### src/rtl/truss_watchdog_array.sv
// truss_watchdog_array
//   Array of independent programmable watchdog channels sharing one prescaled
//   time base. Each channel counts down on prescaler ticks, can be kicked to
//   reload, and on expiry either reloads (auto_restart) or parks in EXPIRED.
//   Expiries set a sticky status bit; a registered shutdown request is raised
//   while at least SHUTDOWN_THRESHOLD channels have sticky status set.
//
// Ports
//   clk            : system clock, rising edge
//   reset_n        : asynchronous active-low reset
//   prescale       : tick period minus one
//   arm/disarm/kick/clear_expired : per-channel 1-cycle strobes
//   auto_restart   : per-channel mode (1 = reload on expiry)
//   timeout_value  : per-channel timeout, channel i at [i*COUNT_WIDTH +: COUNT_WIDTH]
//   active         : channel is ARMED
//   expired_pulse  : one-cycle pulse per expiry event
//   status_expired : sticky expiry flag
//   any_expired    : OR of status_expired
//   shutdown_req   : popcount(status_expired) >= SHUTDOWN_THRESHOLD (registered)
module truss_watchdog_array #(
  parameter int unsigned NUM_CHANNELS       = 4,
  parameter int unsigned COUNT_WIDTH        = 16,
  parameter int unsigned PRESCALE_WIDTH     = 8,
  parameter int unsigned SHUTDOWN_THRESHOLD = 1
) (
  input  logic                                clk,
  input  logic                                reset_n,
  input  logic [PRESCALE_WIDTH-1:0]           prescale,
  input  logic [NUM_CHANNELS-1:0]             arm,
  input  logic [NUM_CHANNELS-1:0]             disarm,
  input  logic [NUM_CHANNELS-1:0]             kick,
  input  logic [NUM_CHANNELS-1:0]             auto_restart,
  input  logic [NUM_CHANNELS*COUNT_WIDTH-1:0] timeout_value,
  input  logic [NUM_CHANNELS-1:0]             clear_expired,
  output logic [NUM_CHANNELS-1:0]             active,
  output logic [NUM_CHANNELS-1:0]             expired_pulse,
  output logic [NUM_CHANNELS-1:0]             status_expired,
  output logic                                any_expired,
  output logic                                shutdown_req
);

  typedef enum logic [1:0] {
    ST_IDLE    = 2'd0,
    ST_ARMED   = 2'd1,
    ST_EXPIRED = 2'd2
  } state_e;

  state_e                    state_q [NUM_CHANNELS];
  state_e                    state_d [NUM_CHANNELS];
  logic [COUNT_WIDTH-1:0]    count_q [NUM_CHANNELS];
  logic [COUNT_WIDTH-1:0]    count_d [NUM_CHANNELS];
  logic [NUM_CHANNELS-1:0]   pulse_q, pulse_d;
  logic [NUM_CHANNELS-1:0]   status_q, status_d;
  logic                      shutdown_q, shutdown_d;
  logic [PRESCALE_WIDTH-1:0] pcnt_q, pcnt_d;
  logic                      tick;
  logic [6:0]                pop;

  // Prescaler: tick only on exact match; a count left above a freshly
  // lowered prescale wraps to 0 without producing a tick.
  always_comb begin
    tick = (pcnt_q == prescale);
    if (pcnt_q >= prescale) pcnt_d = '0;
    else                    pcnt_d = pcnt_q + 1'b1;
  end

  // Per-channel next state. Priority: disarm > arm > kick > tick.
  always_comb begin
    pulse_d  = '0;
    status_d = '0;
    active   = '0;
    pop      = '0;
    for (int unsigned i = 0; i < NUM_CHANNELS; i++) begin
      state_d[i] = state_q[i];
      count_d[i] = count_q[i];
      active[i]  = (state_q[i] == ST_ARMED);
      unique case (state_q[i])
        ST_IDLE: begin
          if (!disarm[i] && arm[i]) begin
            count_d[i] = timeout_value[i*COUNT_WIDTH +: COUNT_WIDTH];
            state_d[i] = ST_ARMED;
          end
        end
        ST_ARMED: begin
          if (disarm[i]) begin
            state_d[i] = ST_IDLE;
            count_d[i] = '0;
          end else if (arm[i] || kick[i]) begin
            count_d[i] = timeout_value[i*COUNT_WIDTH +: COUNT_WIDTH];
          end else if (tick) begin
            if (count_q[i] != '0) begin
              count_d[i] = count_q[i] - 1'b1;
            end else begin
              pulse_d[i] = 1'b1;
              if (auto_restart[i]) count_d[i] = timeout_value[i*COUNT_WIDTH +: COUNT_WIDTH];
              else                 state_d[i] = ST_EXPIRED;
            end
          end
        end
        ST_EXPIRED: begin
          if (disarm[i]) begin
            state_d[i] = ST_IDLE;
            count_d[i] = '0;
          end else if (arm[i]) begin
            count_d[i] = timeout_value[i*COUNT_WIDTH +: COUNT_WIDTH];
            state_d[i] = ST_ARMED;
          end
        end
        default: begin
          state_d[i] = ST_IDLE;
          count_d[i] = '0;
        end
      endcase
      // A same-cycle expiry overrides the clear.
      status_d[i] = pulse_d[i] | (status_q[i] & ~clear_expired[i]);
      pop         = pop + 7'(status_d[i]);
    end
    // Built from next-state status so shutdown_req rises with the pulse.
    shutdown_d = (pop >= 7'(SHUTDOWN_THRESHOLD));
  end

  always_ff @(posedge clk or negedge reset_n) begin
    if (!reset_n) begin
      pcnt_q     <= '0;
      pulse_q    <= '0;
      status_q   <= '0;
      shutdown_q <= 1'b0;
      for (int unsigned i = 0; i < NUM_CHANNELS; i++) begin
        state_q[i] <= ST_IDLE;
        count_q[i] <= '0;
      end
    end else begin
      pcnt_q     <= pcnt_d;
      pulse_q    <= pulse_d;
      status_q   <= status_d;
      shutdown_q <= shutdown_d;
      for (int unsigned i = 0; i < NUM_CHANNELS; i++) begin
        state_q[i] <= state_d[i];
        count_q[i] <= count_d[i];
      end
    end
  end

  assign expired_pulse  = pulse_q;
  assign status_expired = status_q;
  assign any_expired    = |status_q;
  assign shutdown_req   = shutdown_q;

endmodule
### config.mk
export PLATFORM = sky130hd
export DESIGN_NAME = truss_watchdog_array
export DESIGN_NICKNAME = d
export VERILOG_FILES = /design/src/rtl/truss_watchdog_array.sv
export SDC_FILE = /design/constraint.sdc
export NUM_CORES = 1
export LEC_CHECK = 0
export BUFFER_PORTS_ARGS = -buffer_cell sky130_fd_sc_hd__buf_2
export CORE_MARGIN = 8
export CORE_UTILIZATION = 40
export DETAILED_ROUTE_END_ITERATION = 8
export SLEW_MARGIN = 10
export SYNTH_ARGS = -nofsm -noshare
export SYNTH_HDL_FRONTEND = slang
export SYNTH_SLANG_ARGS = --single-unit
### constraint.sdc
create_clock -name clk -period 3.2 [get_ports clk]
set_input_delay 0 -clock clk [delete_from_list [all_inputs] [get_ports clk]]
set_output_delay 0 -clock clk [all_outputs]
set_load 0.03 [all_outputs]
==> summary.md <==
| Metric | Value |
|---|---|
| Outcome | `complete, no violations` |
| Crit-path max FO | `8` |
| Post-synthesis sequential area ratio | `36.6%` |
| Leakage | `between 3 and 4 nW` |
| Routed WL | `~19000 um` |
| Synthesis-stage register bit count | `approximately 90` |
| Via-to-Cell Ratio | `between 5 and 6` |
| Synth Area in XOR/XNOR | `under 10%` |
| Nets | `976` |
| Share of cells above drive strength 1 | `approximately a fifth` |
| RSZ-0062 raised after global routing | `no` |
| Synth warn | `0` |
| Fillers | `roughly 1400` |
| Multi-input logic area | `roughly 3500 sq um` |
| Clk_lat worst skew | `0.35 ns` |
| Global Route Usage Sum | `19.9%` |
| Switching power | `~1.5 mW` |
| Compound-Gate Fraction of Synth Area | `approximately 29%` |
| Setup ws final | `~0.20 ns` |
| Total nets after synthesis | `a little under 800` |
| CTS tree | `yes` |
| Minimum clock period | `~3 ns` |
| Place WS | `0.178 ns` |
| Avg Synthesized Cell Area | `about 9.0 sq um` |
| CP Capture Type | `register` |
| Largest net degree at the start of global routing | `50` |
| Worst-Margin Slew | `~1.1 ns` |
| Num ports | `around 110` |
| Total CTS buffers | `9` |
| Largest family of logic cells by synthesized area | `compound AO/OA/AOI/OAI gates` |
| Initial antenna violation count | `0` |
| Hold slack | `about 0.013 ns` |
| Multiplexer area fraction after synthesis | `under 10%` |
| FF/Latch Area | `around 2200 sq um` |
| CTS root buf | `clkbuf_16` |
| Vias | `approximately 6300` |
| Switching power share of the total | `between 30% and 40%` |
| Die Width | `139 um` |
| Synth Area in Simple Gates | `between 20% and 30%` |
| CTS max path bufs | `2` |
| Initial core utilization | `40.5%` |
| Sequential share of power | `about two fifths` |
| Fmax | `roughly 330 MHz` |
| WL/cell | `18.0 um` |
| Clk pwr share | `27.3%` |
| Post-synth top area cell | `dfrtp_1` |
| Combinational Power Share | `between 30% and 40%` |
| Post-synth ARST share | `100%` |
| Final Max Tran Viols | `0` |
| Vias in the first global route | `~6500` |
| Antenna cells | `0` |
| GPL Wtd Cong | `0.899` |
| Final hold violations | `0` |
| Crit path kind | `register to register` |
| Total negative slack | `0 ns` |
| Max Cap Viol | `0` |
| Number of nets with antenna violations after routing | `0` |
| Post-synth top area share | `approximately 37%` |
| Final setup violation count | `0` |
| Drt first pass iters | `8` |
| Synth top area cells | `dfrtp_1, a32oi_1, ha_1` |
| Startpoint types | `register` |
| HP Class | `input pin to register` |
| DP HPWL | `between 10000 and 15000 um` |
| Core Rows | `45` |
| H-tree depth | `3` |
| Clk slew on worst S/H paths | `0.07 ns` |
| Area growth syn-to-layout | `30.3%` |
| PwrDens | `roughly 530 nW/um^2` |
| Slew HR | `between 20 and 25%` |
| Adder and majority gate portion of the synthesized area | `4.03%` |
| DRC violations left | `0` |
| Initial DRC count | `roughly 620` |
| Pint | `approximately 2.7 mW` |
| Post-Syn Area | `between 6000 and 7000 sq um` |
| CP arrival | `about 3.3 ns` |
| Peak supply drop | `roughly 0.27 mV` |
| Netlist cell types | `75` |
| GR Overflow Total | `0` |
| Die H | `roughly 140 um` |
| IO buf count | `~110` |
| First-pass GRT wire length | `32000 um` |
| Cells after Synth | `slightly below 700` |
| Crit share post-route | `~94%` |
| Die area | `approximately 19000 sq um` |
| WP data required | `~3.5 ns` |
| Final Skew | `around 0.0091 ns` |
| TritonCTS Sinks | `between 80 and 90` |
| Post-CTS Setup Bufs | `0` |
| EDFF count, synth | `0` |
| Post-synth top flop | `dfrtp_1` |
| Core ar. | `about 15000 sq um` |
## path summary, 6_finish.rpt
kind / from / end / slack (ns) / depth (start not counted)
setup / recovery: count_q[32] / state_q[5] / 0.20 / 9
hold / removal: timeout_value[59] / count_q[11] / 0.01 / 3
setup reg to reg: count_q[32] / state_q[5] / 0.20 / 9
hold reg to reg: count_q[48] / count_q[48] / 0.52 / 2
max in group asynchronous: reset_n / count_q[60] / 2.22 / 3
min in group asynchronous: reset_n / count_q[1] / 0.21 / 2
## metrics by stage
step                util, %  instance area, sq um  std cells  power, mW
global placement       45.9                  6890        969       2.95
global route           52.7                  7930       1056       4.50
detailed placement     45.9                  6890        969       2.99
CTS                    52.7                  7920       1056       4.24
finish                 52.7                  7930       1056       4.22
floorplan                 -                  6080        678       2.56
## flip-flops by register name, indices dropped and copies added (netlist names)
register        flops
count_q            64
pcnt_q              8
state_q             8
expired_pulse       4
status_expired      4
shutdown_req        1
## worst max-delay path, cell delays in order, from the launching register on
cell,delay (ns)
dfrtp_1,0.40
inv_1,0.10
ha_1,0.19
or3b_2,0.48
buf_4,0.18
or3_4,0.42
nor4_1,0.32
o21ai_0,0.12
a21oi_1,0.15
dlygate4sd3_1,0.57
## metal layers
metal | track usage [%] | vias to the layer above | part of all wire [%]
met2 | 32.7 | 228 | 47
met3 | 3.69 | 43 | 5.1
li1 | - | 2984 | -
met4 | 8.38 | 0 | 3.0
met5 | 0 | - | 0
met1 | 25.3 | 3029 | 45
## layout make-up
type | instances | share of cell area [%]
timing repair buffer | 205 | 18.3
inverter | 55 | 2.60
multi-input combinational | 503 | 44.1
sequential | 89 | 28.1
clock buffer | 11 | 2.94
tap | 188 | 2.97
clock inverter | 5 | 1.01
## cell usage in the layout, fill, tap and decap left out, types with 4 or more instances in the layout
cell,count
o211ai_1,5
and3_1,4
o21ai_0,33
and2_1,5
dlygate4sd3_1,71
xor2_1,11
buf_4,28
nor2_1,39
a32oi_1,27
a211oi_1,15
nor2b_1,6
a221oi_1,10
nand2_1,44
inv_1,55
or4_1,12
nor4_1,13
or3b_2,4
o2bb2ai_1,11
dfrtp_1,89
ha_1,18
a22oi_1,28
o22ai_1,23
nor3_1,22
clkbuf_16,9
a22o_1,4
or3_1,13
o21ai_1,6
mux2_2,4
nor3b_1,5
nand4_1,8
o31ai_1,5
xnor2_1,9
buf_2,106
a21o_1,9
a21oi_1,22
nand2b_1,7
nand3_1,21
## cell usage after synthesis, types with 13 or more instances
cell type	instances
a32oi_1	27
inv_1	55
a22oi_1	28
nand2_1	44
ha_1	18
or3_1	13
dfrtp_1	89
nand3_1	21
nor2_1	39
a211oi_1	15
nor4_1	13
a21oi_1	22
nor3_1	22
o22ai_1	24
o21ai_0	33
## power groups by stage
stage | Combinational [mW] | Clock, mW | Sequential (mW)
after global routing | 1.62 | 1.23 | 1.65
after detailed placement | 1.37 | 0 | 1.63
final | 1.45 | 1.15 | 1.61
after floorplan | 1.00 | 0 | 1.56
after CTS | 1.44 | 1.19 | 1.61
after global placement | 1.34 | 0 | 1.61
## cells by family after synthesis
family                   count (synthesis)
XOR/XNOR                                20
buffers and inverters                   86
AO/OA/AOI/OAI                          232
flip-flops                              89
adder cells (fa/ha/maj)                 19
multiplexers                             6
AND/OR/NAND/NOR                        226
## timing repair
item | CTS | global route
hold buffers | 71 | 0
setup endpoints to repair | 0 | 1
gates resized for setup | 0 | 2
hold endpoints to repair | 115 | 0
Power figures use the tool's default switching activity.
